### src/rtl/areg_rx.sv
// -----------------------------------------------------------------------------
// areg_rx -- serial-to-parallel receiver for the areg shift stream.
//
// Collects WIDTH serial bits into one parallel word and presents it on a
// valid/ready output backed by a single holding register. A completed word
// that arrives while the holding register is still full and not being
// consumed is dropped and reported through the sticky ovf flag. A sync mark
// that arrives in the middle of a word discards the partial word, restarts
// collection with the marked bit, and is reported through the sticky ferr
// flag.
//
// Parameters:
//   WIDTH     word width in bits (2..16)
//   MSB_FIRST 0: first received bit lands in q[0]; 1: it lands in q[WIDTH-1]
//
// Ports:
//   clk      rising-edge clock
//   reset    synchronous active-high reset
//   sin      serial data bit
//   sin_vld  sin is sampled this cycle
//   sync     with sin_vld: this bit is the first bit of a new word
//   q        received parallel word (registered)
//   q_vld    q holds an unconsumed word
//   q_rdy    consumer takes q when q_vld && q_rdy
//   busy     a partial word is in progress
//   bcnt     number of bits of the current partial word received
//   ovf      sticky: a completed word was dropped
//   ferr     sticky: a partial word was discarded by sync
//   clr_err  clears ovf and ferr (a coinciding error event wins)
// -----------------------------------------------------------------------------
module areg_rx #(
    parameter int WIDTH     = 4,
    parameter bit MSB_FIRST = 1'b0
) (
    input  logic                       clk,
    input  logic                       reset,
    input  logic                       sin,
    input  logic                       sin_vld,
    input  logic                       sync,
    output logic [WIDTH-1:0]           q,
    output logic                       q_vld,
    input  logic                       q_rdy,
    output logic                       busy,
    output logic [$clog2(WIDTH):0]     bcnt,
    output logic                       ovf,
    output logic                       ferr,
    input  logic                       clr_err
);

    localparam int BW = $clog2(WIDTH) + 1;
    localparam logic [BW-1:0] LAST_IDX = BW'(WIDTH - 1);

    typedef enum logic [0:0] {
        ST_IDLE    = 1'b0,
        ST_COLLECT = 1'b1
    } state_t;

    state_t            state_r;
    logic [WIDTH-1:0]  sr_r;
    logic [WIDTH-1:0]  q_r;
    logic [BW-1:0]     bcnt_r;
    logic              q_vld_r;
    logic              ovf_r;
    logic              ferr_r;

    logic [WIDTH-1:0]  sr_next_s;
    logic              complete_s;
    logic              drop_s;
    logic              ferr_evt_s;

    // Next shift-register value and the event decode for this cycle.
    // The shift register always takes the incoming bit; stale bits from a
    // discarded partial word are pushed out before the word can complete,
    // so a sync restart needs no explicit clear.
    always_comb begin
        sr_next_s  = sr_r;
        complete_s = 1'b0;
        drop_s     = 1'b0;
        ferr_evt_s = 1'b0;
        if (MSB_FIRST) begin
            sr_next_s = {sr_r[WIDTH-2:0], sin};
        end else begin
            sr_next_s = {sin, sr_r[WIDTH-1:1]};
        end
        if ((state_r == ST_COLLECT) && sin_vld) begin
            ferr_evt_s = sync;
            complete_s = !sync && (bcnt_r == LAST_IDX);
        end else begin
            ferr_evt_s = 1'b0;
            complete_s = 1'b0;
        end
        drop_s = complete_s && q_vld_r && !q_rdy;
    end

    // Collection FSM, holding register and sticky error flags.
    always_ff @(posedge clk) begin
        if (reset) begin
            state_r <= ST_IDLE;
            sr_r    <= '0;
            bcnt_r  <= '0;
            q_r     <= '0;
            q_vld_r <= 1'b0;
            ovf_r   <= 1'b0;
            ferr_r  <= 1'b0;
        end else begin
            if (sin_vld) begin
                sr_r <= sr_next_s;
            end

            case (state_r)
                ST_IDLE: begin
                    // sync is meaningless here: any bit starts a word
                    if (sin_vld) begin
                        bcnt_r  <= BW'(1);
                        state_r <= ST_COLLECT;
                    end
                end
                ST_COLLECT: begin
                    if (sin_vld) begin
                        if (sync) begin
                            bcnt_r <= BW'(1);
                        end else if (bcnt_r == LAST_IDX) begin
                            bcnt_r  <= '0;
                            state_r <= ST_IDLE;
                        end else begin
                            bcnt_r <= bcnt_r + BW'(1);
                        end
                    end
                end
                default: begin
                    state_r <= ST_IDLE;
                    bcnt_r  <= '0;
                end
            endcase

            // A completion may refill the register in the same cycle the
            // consumer drains it; otherwise a drain just clears q_vld.
            if (complete_s && !drop_s) begin
                q_r     <= sr_next_s;
                q_vld_r <= 1'b1;
            end else if (!complete_s && q_vld_r && q_rdy) begin
                q_vld_r <= 1'b0;
            end

            // Set has priority over clear on both sticky flags.
            if (drop_s) begin
                ovf_r <= 1'b1;
            end else if (clr_err) begin
                ovf_r <= 1'b0;
            end

            if (ferr_evt_s) begin
                ferr_r <= 1'b1;
            end else if (clr_err) begin
                ferr_r <= 1'b0;
            end
        end
    end

    assign q     = q_r;
    assign q_vld = q_vld_r;
    assign busy  = (state_r == ST_COLLECT);
    assign bcnt  = bcnt_r;
    assign ovf   = ovf_r;
    assign ferr  = ferr_r;

endmodule

### config.mk
export PLATFORM = sky130hd
export DESIGN_NAME = areg_rx
export DESIGN_NICKNAME = d
export VERILOG_FILES = /design/src/rtl/areg_rx.sv
export SDC_FILE = /design/constraint.sdc
export NUM_CORES = 1
export LEC_CHECK = 0
export CAP_MARGIN = 10
export CORE_MARGIN = 3
export CORE_UTILIZATION = 44
export DETAILED_ROUTE_END_ITERATION = 6
export GPL_ROUTABILITY_DRIVEN = 0
export PLACE_DENSITY = 0.76
export SYNTH_ARGS = -nofsm -noshare
export SYNTH_HDL_FRONTEND = slang
export SYNTH_SLANG_ARGS = --single-unit
export TNS_END_PERCENT = 5
### constraint.sdc
create_clock -name clk -period 1.4 [get_ports clk]
set_input_delay 0.14 -clock clk [delete_from_list [all_inputs] [get_ports clk]]
set_output_delay 0.14 -clock clk [all_outputs]
set_load 0.05 [all_outputs]
==> impl_metrics.tcl <==
set metrics [dict create \
    status "completed" \
    synth_area_leaders "dfxtp_1 (46%), mux2i_1 (11%), nand2b_1 (11%)" \
    cp.required_ps 1620 \
    max_stage_delay_ps 350 \
    p_int_w 0.000615 \
    multi_input_area_um2 317 \
    synth_common_cells "dfxtp_1 (14), nand2b_1 (11), mux2i_1 (7)" \
    core_region_area_mm2 0.00120 \
    timing.critical_path.buf_inv 0 \
    htreeDepth 1 \
    clk_pin_slew_worst_paths_ps 80 \
    syn_area_per_cell_um2 10.3 \
    crit_fanout 4 \
    yosys.area.top_type "dfxtp_1" \
    grt_pass1_wl_mm 1.99 \
    clock_tree.root_cell "clkbuf_4" \
    cts_tree "yes" \
    finalSetupViolCount 0 \
    fin_crit_sh_pct 89.7 \
    antenna_cells 0 \
    crit_type "register to register" \
    crit_family "simple AND/OR/NAND/NOR gates" \
    hold_ws_ps 459 \
    grt_pass1_vias 442 \
    tns_ps 0 \
    wl_per_cell_um 12.0 \
    drc 0 \
    min-delay-path-class "input pin to register" \
    wirelength_mm 1.13 \
    peakVddDrop_uv 606 \
    drv_cap 0 \
    track_usage_pct 15.0 \
    timing.rr.start "bcnt[0]" \
    switching_share_pct 23.7 \
    ctsResizeCount 0 \
    fillers 103 \
    synth-edff-count 0 \
    path_cells "ha_1 > nand3b_4 > nor3b_4 > mux2i_1" \
    num_vias 472 \
    num_rows 12 \
    port_buffers 17 \
    area_delta_synth_final_pct 38.1 \
    drt_iter0_markers 7 \
    drive_gt1_share_pct 31.3 \
    ant_nets 0 \
    synth.distinct_cells 21 \
    hold_viol_final 0 \
    async_reset_ff_share_pct 0 \
    seqPwrFrac_pct 51.7 \
    die-area_mm2 0.00187 \
    clock_skew_ps 2.48 \
    boundaryPins 18 \
    fmax_mhz 796 \
    die_h_um 43.3 \
    slew_viol_final 0 \
    arrival_ps 1480 \
    synth_top_area_share_pct 45.9 \
    yosysSeqAreaShare_pct 45.9 \
    yosysMostFrequentCell "dfxtp_1" \
    viasPerCell 5.02 \
    initial_core_util_pct 50.8 \
    regArea_um2 283 \
    p_sw_w 0.000191 \
    clock_latency_ps 280 \
    syn_inst 59 \
    tightest_slew_ps 306 \
    slowest_stage "dfxtp_2" \
    yosysWarnings 0 \
    ys.flop_type "dfxtp_1" \
    grt_max_degree 19 \
    synth_seq_cells 14 \
    rsz0062_at_grt "no" \
    pwr-share-comb_pct 12.0 \
    antenna_found_initial 0 \
    syn_nets 67 \
    numClockSinks 14 \
    hpwl_um 819 \
    drt_first_pass_iters 3 \
    postCtsHoldBufs 0 \
    cp-end-kind "register" \
    p_per_area_mw_per_mm2 956 \
    crit_path_start_kind "register" \
    period_needed_ps 1260 \
    cts_max_path_buffers 2 \
    numCtsBuffers 3 \
    dieWidth_um 43.3 \
    p_clk_share_pct 36.3 \
    cts_setup_buffers 0 \
    layout.nets 89 \
    hold_start "sin" \
    setup.worst_path.start "bcnt[0]" \
    leakagePower_nw 0.359 \
    grt_overflow 0 \
    netlist_area_um2 611 \
    slew_headroom_pct 79.6 \
]
[logic make-up after synthesis]
| family | synth area share (%) |
|---|---|
| AOI/OAI and AO/OA | 5.33 |
| adders and majority gates | 2.05 |
| buffers and inverters | 2.25 |
| DFF | 45.9 |
| muxes | 11.5 |
| and+or+nand+nor | 33.0 |
[sequential cells by signal, indices dropped and copies added, names as in the netlist]
signal / count
bcnt: 3
busy: 1
ferr: 1
ovf: 1
q: 4
q_vld: 1
sr_r: 3
[worst reg2reg max path, stage by stage, from the launching register on]
cell and delay (ps):
dfxtp_2 350, ha_1 220, nand3b_4 100, nor3b_4 310, mux2i_1 210
[worst paths after layout]
path | depth (start not counted) | slack, ps | end
setup / recovery | 4 | 140 | q[3]
hold / removal | 3 | 460 | q[3]
setup reg to reg | 4 | 140 | q[3]
hold reg to reg | 2 | 470 | ferr
[metrics by stage]
step                setup slack, ps  power, W  instance area [µm²]  instances  util (%)
finish                          144  0.000806                  843         94      70.2
global route                   38.9  0.000843                  843         94      70.2
CTS                             133  0.000818                  843         94      70.2
detailed placement             22.8  0.000524                  807         90      67.2
global placement               11.5  0.000523                  807         90      67.2
floorplan                      17.9  0.000479                  613         59         -
[power by group through the flow]
stage	Clock [W]	Sequential (W)	Combinational [W]
floorplan	0	0.000444	0.0000355
global placement	0	0.000426	0.0000965
detailed placement	0	0.000426	0.0000976
CTS	0.000303	0.000417	0.0000980
global route	0.000319	0.000419	0.000105
finish	0.000293	0.000417	0.0000968
[metal layers]
metal / routed length (µm) / global-route usage [%]
met4: 26 / 12.7
met5: 0 / 0
met2: 528 / 21.2
met1: 482 / 16.9
met3: 89 / 6.36
[final cells by class]
cell class	instances	share of cell area, %
Clock buffer	4	4.30
Multi-Input combinational cell	42	37.5
Sequential cell	14	33.5
Tap cell	14	2.08
Timing Repair Buffer	20	22.6
[cells in the final DEF (no fill, tap or decap), drive strengths merged, types with 2 or more instances in the layout]
master         count
a21oi              3
buf               14
clkbuf             4
clkdlybuf4s50      6
dfxtp             14
mux2i              7
nand2b            12
nand3              2
nor2               6
Power figures use the tool's default switching activity.
